## config.mk

```make
export PLATFORM = sky130hd
export DESIGN_NAME = bcd_adder_flat
export DESIGN_NICKNAME = d
export VERILOG_FILES = /design/src/rtl/bcd_pkg.sv /design/src/rtl/bcd_adder_if.sv /design/src/rtl/bcd_correct.sv /design/src/rtl/bcd_adder.sv /design/src/flat_wrapper.sv
export SDC_FILE = /design/constraint.sdc
export NUM_CORES = 1
export LEC_CHECK = 0
export ABC_AREA = 1
export CAP_MARGIN = 30
export CORE_AREA = 2 2 39 41
export CTS_CLUSTER_DIAMETER = 40
export DETAILED_ROUTE_END_ITERATION = 7
export DIE_AREA = 0 0 41 43
export GPL_TIMING_DRIVEN = 0
export PLACE_DENSITY = 0.7
export SETUP_SLACK_MARGIN = 0.5
export SYNTH_ARGS = -nofsm -noshare
export SYNTH_HDL_FRONTEND = slang
export SYNTH_SLANG_ARGS = --single-unit
export TNS_END_PERCENT = 30
```

## constraint.sdc

```tcl
create_clock -name clk -period 1.4 [get_ports clk]
set_input_delay 0.28 -clock clk [delete_from_list [all_inputs] [get_ports clk]]
set_output_delay 0.28 -clock clk [all_outputs]
set_load 0.01 [all_outputs]
```

## src/rtl/bcd_pkg.sv

```systemverilog
// Shared types and decimal constants for the BCD digit-slice datapath.
package bcd_pkg;

    typedef logic [3:0] bcd_digit_t;

    localparam bcd_digit_t  BCD_MAX   = 4'd9;
    localparam bcd_digit_t  BCD_CORR  = 4'd6;
    localparam logic [4:0]  BCD_RADIX = 5'd10;

endpackage : bcd_pkg

```

## src/rtl/bcd_adder_if.sv

```systemverilog
// Operand/result bundle of one BCD digit slice; master drives operands,
// slave (the adder) returns the registered result.
interface bcd_adder_if;
    import bcd_pkg::*;

    logic       in_valid;
    bcd_digit_t A;
    bcd_digit_t B;
    logic       Cin;
    bcd_digit_t S;
    logic       Cout;
    logic       out_valid;
    logic       err;

    modport master (
        output in_valid, A, B, Cin,
        input  S, Cout, out_valid, err
    );

    modport slave (
        input  in_valid, A, B, Cin,
        output S, Cout, out_valid, err
    );

endinterface : bcd_adder_if

```

## src/rtl/bcd_correct.sv

```systemverilog
// Combinational BCD digit add with decimal correction and illegal-operand flag.
module bcd_correct
    import bcd_pkg::*;
(
    input  bcd_digit_t a,
    input  bcd_digit_t b,
    input  logic       cin,
    output bcd_digit_t sum,
    output logic       carry,
    output logic       illegal
);

    logic [4:0] bin;

    // NOTE: every output gets a default before any branch so no path can leave
    // a value unassigned and infer a latch.
    always_comb begin
        sum     = '0;
        carry   = 1'b0;
        illegal = (a > BCD_MAX) || (b > BCD_MAX);
        bin     = {1'b0, a} + {1'b0, b} + {4'b0, cin};
        if (!illegal) begin
            if (bin >= BCD_RADIX) begin
                // Adding 6 skips the six unused codes; the wrap drops the 16.
                sum   = bin[3:0] + BCD_CORR;
                carry = 1'b1;
            end else begin
                sum   = bin[3:0];
            end
        end
    end

endmodule : bcd_correct

```

## src/rtl/bcd_adder.sv

```systemverilog
// Single-digit BCD adder: combinational correction followed by a one-cycle
// output register with a valid strobe.
module bcd_adder
    import bcd_pkg::*;
(
    input  logic        clk,
    input  logic        rst_n,
    bcd_adder_if.slave  bus
);

    bcd_digit_t sum_c;
    logic       carry_c;
    logic       illegal_c;

    bcd_correct u_correct (
        .a       (bus.A),
        .b       (bus.B),
        .cin     (bus.Cin),
        .sum     (sum_c),
        .carry   (carry_c),
        .illegal (illegal_c)
    );

    // NOTE: registered state uses non-blocking assignments so every flop samples
    // pre-edge values; reset is asynchronous so outputs clear without a clock.
    always_ff @(posedge clk or negedge rst_n) begin
        if (!rst_n) begin
            bus.S         <= '0;
            bus.Cout      <= 1'b0;
            bus.err       <= 1'b0;
            bus.out_valid <= 1'b0;
        end else if (bus.in_valid) begin
            bus.S         <= sum_c;
            bus.Cout      <= carry_c;
            bus.err       <= illegal_c;
            bus.out_valid <= 1'b1;
        end else begin
            // Result fields hold; only the strobe drops.
            bus.out_valid <= 1'b0;
        end
    end

endmodule : bcd_adder

```

## src/flat_wrapper.sv

```systemverilog
// flat-port wrapper written by rule: the top's interface ports become plain ports
module bcd_adder_flat import bcd_pkg::*;
  (clk, rst_n, bus_in_valid, bus_A, bus_B, bus_Cin, bus_S, bus_Cout, bus_out_valid, bus_err);
  bcd_adder_if bus_i ();
  input  logic clk;
  input  logic rst_n;
  input wire logic [$bits(bus_i.in_valid)-1:0] bus_in_valid;
  input wire logic [$bits(bus_i.A)-1:0] bus_A;
  input wire logic [$bits(bus_i.B)-1:0] bus_B;
  input wire logic [$bits(bus_i.Cin)-1:0] bus_Cin;
  output wire logic [$bits(bus_i.S)-1:0] bus_S;
  output wire logic [$bits(bus_i.Cout)-1:0] bus_Cout;
  output wire logic [$bits(bus_i.out_valid)-1:0] bus_out_valid;
  output wire logic [$bits(bus_i.err)-1:0] bus_err;
  assign bus_i.in_valid = bus_in_valid;
  assign bus_i.A = bus_A;
  assign bus_i.B = bus_B;
  assign bus_i.Cin = bus_Cin;
  assign bus_S = bus_i.S;
  assign bus_Cout = bus_i.Cout;
  assign bus_out_valid = bus_i.out_valid;
  assign bus_err = bus_i.err;
  bcd_adder u_core (.clk(clk), .rst_n(rst_n), .bus(bus_i));
endmodule
```

==> Yosys cells after proc, flatten, opt, wreduce, memory -nomap -nowiden <==
Cells that the tools add are included.
{ "word_totals": {"regBits": 7, "word_cells": 16} }
{ "classes": {"n_addsub": 3, "magnitude_cmp": 3, "mux": 5, "reduce_logical": 1} }
{ "op_table": {"columns": ["op", "count"], "rows": [
  ["> comparator 4 bit (second input constant)", 2],
  ["two-way mux 4 bit", 2],
  ["adder 4 x 4 -> 5 bit", 1],
  ["adder 5 x 1 -> 5 bit", 1],
  ["greater-or-equal comparator 5 x 4 -> 1 bit (second input constant)", 1],
  ["adder 4 x 3 -> 4 bit (second input constant)", 1],
  ["two-way mux 1 bit", 3],
  ["logical OR 1 bit", 1]
]} }

==> Depth between registers and ports, before layout <==
Gate-level depths: netlist (run 1).
{ "depth": {"word_depth": 5, "mapped_depth": 12, "ltp_nobuf": 12} }

==> Hierarchy <==
A second synthesis (run 1) with hierarchy kept.
{ "unflattened": {"hier_cells": 75, "area_unflattened_um2": 539.3} }
{ "by_module_without_submodules": {"columns": ["mod", "n_inst", "cells_per_inst", "area_each_um2", "seq_area_each_um2"], "rows": [
  ["bcd_correct", 1, 49, 292.8, 0.0],
  ["bcd_adder", 1, 26, 246.5, 175.2]
]} }

==> Worst setup path after synthesis (run 1) <==
No wires, ideal clock.
{ "synth_timing": {"path_type": "in2reg", "from": "in bus_Cin", "to": "reg u_core.bus.S[1]", "setup_time_ps": 117, "arrival_time_ps": 1857, "setup_slack_ps": -574, "path_stages": 11, "path_buffers": 0, "path_cell_list": "fa_1 -> fa_1 -> nand2_1 -> nand2_2 -> ha_1 -> nand2_2 -> nand2_2 -> nand2_2 -> nand2_1 -> nand3_1 -> nand2_1"} }
{ "synth_via": {"elab_chain_len": 4, "elab_cells_between_ends": 5, "classes_between": "add/sub (2); order compare (1); mux (2)"} }
{ "synth_rtl": {"columns": ["element", "line_no", "source"], "rows": [
  ["start: declaration", "flat_wrapper.sv:10", "input wire logic [$bits(bus_i.Cin)-1:0] bus_Cin;"],
  ["adder 5 x 1 -> 5 bit *", "bcd_correct.sv:21", "bin = {1'b0, a} + {1'b0, b} + {4'b0, cin};"],
  ["adder 4 x 3 -> 4 bit / greater-or-equal comparator 5 x 4 -> 1 bit (equally long branches)", "bcd_correct.sv:25, bcd_correct.sv:23", null],
  ["two-way mux 4 bit *", "bcd_correct.sv:23", "if (bin >= BCD_RADIX) begin"],
  ["two-way mux 4 bit *", "bcd_correct.sv:22", "if (!illegal) begin"],
  ["end signal: assignment", "bcd_adder.sv:33", "bus.S <= sum_c;"],
  ["end: declaration", "bcd_adder_if.sv:22", "output S, Cout, out_valid, err"]
]} }
Every way passes the cells marked *; elsewhere a longest branch is shown, timed or not.
A chain may end at the register's enable or synchronous reset.

==> Final worst setup path (run 1) <==
Ends and elaborated chain as after synthesis.

==> results of run 1 <==
-- worst min-delay path by stage --
stage	end	slack, ps
global placement	u_core.bus.S[1]$_DFFE_PN0P_	460
floorplan	u_core.bus.Cout$_DFFE_PN0P_	-20
detailed placement	u_core.bus.S[1]$_DFFE_PN0P_	460
global route	u_core.bus.S[2]$_DFFE_PN0P_	310
finish	u_core.bus.S[2]$_DFFE_PN0P_	280
CTS	u_core.bus.S[2]$_DFFE_PN0P_	290
-- power groups by stage --
stage | sequential (mW) | clock [mW] | combinational, mW
global route | 0.243 | 0.189 | 0.345
CTS | 0.240 | 0.185 | 0.282
finish | 0.240 | 0.184 | 0.314
floorplan | 0.256 | 0 | 0.150
detailed placement | 0.244 | 0 | 0.286
global placement | 0.243 | 0 | 0.280
-- state kept, by name, summed over array words and instances, names as in the netlist --
signal / flops
u_core.bus.S: 4
u_core.bus.out_valid: 1
u_core.bus.Cout: 1
u_core.bus.err: 1
-- critical path: stages --
cell and delay (ps):
buf_6 90, fa_2 410, fa_2 580, inv_4 60, ha_4 160, nand2_2 60
nand2_2 60, nand2_2 90, nand2_2 60, nand3_2 50, nand2_1 50
-- logic make-up (layout without fill, tap and decap cells) --
logic type / after synthesis / count (layout)
DFF: 7 / 7
AOI/OAI and AO/OA: 8 / 8
adders and majority gates: 6 / 6
buffers and inverters: 7 / 31
and+or+nand+nor: 35 / 35
-- layout make-up --
| cell class | instances | area share [%] |
|---|---|---|
| repair buffers | 20 | 20.7 |
| inverters | 7 | 4.47 |
| multi-input cells | 49 | 45.5 |
| clock buffers | 4 | 3.48 |
| well taps | 16 | 2.65 |
| flip-flops and latches | 7 | 23.2 |
-- layer usage --
layer	global-route usage, %	vias to the layer above	wire length, µm
li1	-	256	-
met1	17.4	231	463
met2	29.1	19	674
met3	1.57	3	83
met4	8.00	0	21
met5	0	-	0
-- stage by stage --
step           hold WS (ps)  cells  setup slack, ps  instance area, µm²
4_1_cts                 289    103             -425                 719
5_1_grt                 307    103             -476                 756
2_1_floorplan         -15.6     63             -450                 518
6_report                279    103             -424                 756
3_5_place_dp            465     97            -1030                 718
3_3_place_gp            462     97             -998                 718
-- repair_timing --
action	CTS	global route
pin swaps	11	10
setup buffers	2	0
hold endpoints to repair	0	0
endpoints found under the setup margin	13	12
cloned	0	0
resized for setup	52	9
-- placed cells by master (no fill, tap or decap), types with 2 or more instances in the layout --
cell,synthesis,routed
inv_1,5,4
ha_1,4,3
fa_2,0,2
buf_6,0,3
clkbuf_4,0,3
nand3_1,8,6
nor2_1,5,4
nand2_2,7,9
nand3_2,0,2
dlygate4sd2_1,0,6
o21ai_1,4,4
buf_2,0,7
a21oi_1,2,2
dfrtp_1,7,7
buf_4,0,2
nand2_1,15,13
==> results.cfg, run 1 <==
[status]
status = complete, but fails checks
failed_checks = setup timing

[clock_tree]
ctsHoldBuffers = 0
clock-root-buffer = clkbuf_4
clock_latency_ps = 260
cts_tree = built
cts_made_buffers = 3
clk_pin_slew_ps = 50
htreeDepth = 1
cts.sinks = 7
clock_path_buffers = 2

[global_routing]
grt_pass1_vias = 488
grt_max_degree = 8
grt_pass1_wl_um = 1950
grt_usage_pct = 16.3
grt_overflow_total = 0
antenna_found_initial = 0

[yosys]
ys.flop_type = dfrtp_1
synth_most_common_cell = nand2_1
synth-async-reset-ratio_pct = 100
synthDistinctLibCells = 14
synth-simple-area-share_pct = 31.6
synth_top_family_by_area = simple AND/OR/NAND/NOR gates
yosys.area_share.adder_pct = 17.9
synth_top_area_share_pct = 34.8
ys_seq_area_share_pct = 34.8
synth_xor_xnor_area_share_pct = 0
ys_top_cells_by_count = nand2_1 (15), nand3_1 (8), dfrtp_1 (7), nand2_2 (7)
synth_edf_count = 0
synth-warning-count = 0
synth_area_leader_cell = dfrtp_1
avgSynthCellArea_um2 = 7.98
syn_inst = 63
synth_mux_area_share_pct = 0
ys_ff_latch = 7
syn-num-nets = 81
syn_area_um2 = 503
synth_compound_area_share_pct = 9.45
synth_area_leaders = dfrtp_1 (35%), nand2_1 (11%), ha_1 (10%)

[layout]
multiInputGateArea_um2 = 344
fill_cells = 146
syn_to_final_growth_pct = 50.2
num_antenna_cells = 0
fin_util_pct = 54.6
seq_area_um2 = 175
layout-drive-gt1-share_pct = 39.1
nets = 106

[setup_path]
crit_type = in2reg
crit_start = bus_Cin
r2r_slack_ps = 680
cp_data_arrival_time_ps = 1960
critPathMaxFanout = 3
end_kind = flip-flop
cp-start-kind = input port
required_ps = 1540
reg2regPathDepth = 1
timing.rr.start = u_core.bus.S[0]$_DFFE_PN0P_
endpoint = u_core.bus.S[1]$_DFFE_PN0P_
reg2reg_to = u_core.bus.S[0]$_DFFE_PN0P_

[sta]
worstMarginPinSlew_ps = 317
period_needed_ps = 1820
final.setup.worst_slack_ps = -424
setup_viol = 4
clock_skew_ps = 0
slew_viol_final = 0
slew_headroom_pct = 78.8
hold_viol = 0
period_share_pct = 130
rsz0062_at_grt = true
tns_ps = -1430
fmax_ghz = 0.548

[die]
die_w_um = 41
start_util_pct = 36.3
rows = 14
die_area_um2 = 1760
die_h_um = 43
io_pins = 19
core-area_um2 = 1380

[power_and_ir_drop]
ir_drop_mv = 0.345
power_leakage_nw = 0.384
power_frac_comb_pct = 42.6
power_density_nw_per_um2 = 977
power.share.switching_pct = 35.1
power.switching_mw = 0.260
p_total_mw = 0.738
power_frac_clock_pct = 24.9
power_frac_seq_pct = 32.5
p_int_mw = 0.479

[drt]
viasPerCell = 4.94
drt_first_pass_iters = 4
ant_nets = 0
routed_wl_um = 1240
remaining_drc_errors = 0
routedWlPerCell_um = 12.0
vias = 509
drt_iter0_markers = 5

[placement]
gp_congestion = 0.729
portBuffers = 18
hpwl_um = 908

[job]
drv_cap = 0

[hold_path]
min_path_type = in2async
Power figures use the tool's default switching activity.
==> run 2, diff against run 1 <==
Settings changed: GPL_ROUTABILITY_DRIVEN set to 0, TNS_END_PERCENT 30 to 50.
==> results.cfg, run 2 (same netlist as run 1, synthesis figures left out) <==
[power_and_ir_drop]
p_int_mw = 0.493
power_frac_seq_pct = 32.1
power_leakage_nw = 0.407
power.share.switching_pct = 34.0
power.switching_mw = 0.254
power_frac_clock_pct = 25.1
power_density_nw_per_um2 = 955
ir_drop_mv = 0.351
p_total_mw = 0.747
power_frac_comb_pct = 42.8

[drt]
routed_wl_um = 1120
drt_iter0_markers = 3
drt_first_pass_iters = 4
dr.max_layer_used = met4
ant_nets = 0
viasPerCell = 4.69
routedWlPerCell_um = 10.4
route.met3.wl_um = 67
wl_met2_um = 599
routedLengthMet1_um = 430
remaining_drc_errors = 0
vias = 502

[global_routing]
grt_max_degree = 8
antenna_found_initial = 0
grt_overflow_total = 0
grt_pass1_wl_um = 1880
grt_pass1_vias = 497
grt_usage_pct = 15.5

[setup_path]
cp-start-kind = input port
cpLargestDelayFamily = adder cells
cp.depth = 12
required_ps = 1550
end_kind = flip-flop
reg2reg_to = u_core.bus.S[2]$_DFFE_PN0P_
reg2regPathDepth = 4
cp_data_arrival_time_ps = 1940
worst_path_most_repeated_cell = nand2_2
crit_slowest_cell = fa_2
critPathBufInv = 2
worstPathCellList = buf_6 -> fa_2 -> fa_2 -> inv_4 -> nor2_4 -> nand2_2 -> nand2_2 -> nand2_2 -> nand2_2 -> nand2_1 -> nand3_1 -> nand2_1
r2r_slack_ps = 580
slowest_delay_ps = 590
critPathMaxFanout = 3
crit_start = bus_A[0]
timing.rr.start = u_core.bus.S[2]$_DFFE_PN0P_
crit_type = in2reg
endpoint = u_core.bus.S[1]$_DFFE_PN0P_

[layout]
num_antenna_cells = 0
fin_area_um2 = 782
seq_area_um2 = 175
syn_to_final_growth_pct = 55.5
layout-drive-gt1-share_pct = 40.7
multiInputGateArea_um2 = 342
largest_register_ffs = 4
nets = 110
top_register = u_core.bus.S
fill_cells = 150
final_common_cell = nand2_1

[sta]
hold_viol = 0
setup_viol = 4
final.setup.worst_slack_ps = -393
tns_ps = -1490
worstMarginPinSlew_ps = 308
fmax_ghz = 0.558
period_share_pct = 128
period_needed_ps = 1790
clock_skew_ps = 0
slew_viol_final = 0
slew_headroom_pct = 79.4
rsz0062_at_grt = true

[status]
status = complete, but fails checks
failed_checks = setup timing

[die]
die_w_um = 41
io_pins = 19
die_area_um2 = 1760
die_h_um = 43
rows = 14
core-area_um2 = 1380
start_util_pct = 36.3

[clock_tree]
clk_pin_slew_ps = 50
clock-root-buffer = clkbuf_4
cts_tree = built
clock_path_buffers = 2
htreeDepth = 1
cts.sinks = 7
ctsHoldBuffers = 0
clock_latency_ps = 260
cts_made_buffers = 3

[placement]
place_area_um2 = 718
portBuffers = 18
hpwl_um = 851
pre_cts_ws_ps = -1010

[job]
drv_cap = 0

[hold_path]
min_path_type = in2async
==> run 2: worst register-to-register path, stage by stage (launching register included) <==
cell and delay (ps):
dfrtp_1 370, buf_4 130, buf_4 120, nand2_1 50, nand2_1 50
==> run 2: repair_timing <==
| action | 4_1_cts | 5_1_grt |
|---|---|---|
| pin swaps | 10 | 0 |
| endpoints found under the setup margin | 13 | 13 |
| setup buffers | 4 | 2 |
| resized for setup | 52 | 7 |
==> run 2: how the worst min path moves through the flow <==
stage | cells after the start | end | slack [ps]
final | 1 | u_core.bus.S[1]$_DFFE_PN0P_ | 280
after global routing | 1 | u_core.bus.S[2]$_DFFE_PN0P_ | 300
after CTS | 1 | u_core.bus.S[2]$_DFFE_PN0P_ | 290
after detailed placement | 2 | u_core.bus.S[1]$_DFFE_PN0P_ | 470
after global placement | 2 | u_core.bus.S[1]$_DFFE_PN0P_ | 460
after floorplan | 0 | u_core.bus.Cout$_DFFE_PN0P_ | -20
==> run 2: final cells by class <==
cell class / count / share of cell area [%]
flip-flops and latches: 7 / 22.4
well taps: 16 / 2.56
inverters: 7 / 4.32
multi-input cells: 49 / 43.7
repair buffers: 24 / 23.7
clock buffers: 4 / 3.36
==> run 2: power groups by stage <==
stage	combinational, mW	clock, mW	sequential, mW
after floorplan	0.152	0	0.256
after global placement	0.282	0	0.243
after detailed placement	0.284	0	0.244
after CTS	0.286	0.192	0.239
after global routing	0.363	0.200	0.244
final	0.320	0.187	0.240
==> run 2: stage by stage <==
stage	util, %	std cells	hold WS [ps]
5_1_grt	56.5	107	295
6_report	56.5	107	278
3_5_place_dp	51.9	97	469
2_1_floorplan	-	63	-15.6
3_3_place_gp	51.9	97	464
4_1_cts	53.3	105	287
==> run 2: routing by layer <==
metal / GRT usage [%] / vias to the layer above
li1: - / 261
met1: 16.9 / 223
met2: 26.3 / 16
met3: 1.57 / 2
met4: 10.0 / 0
met5: 0 / -
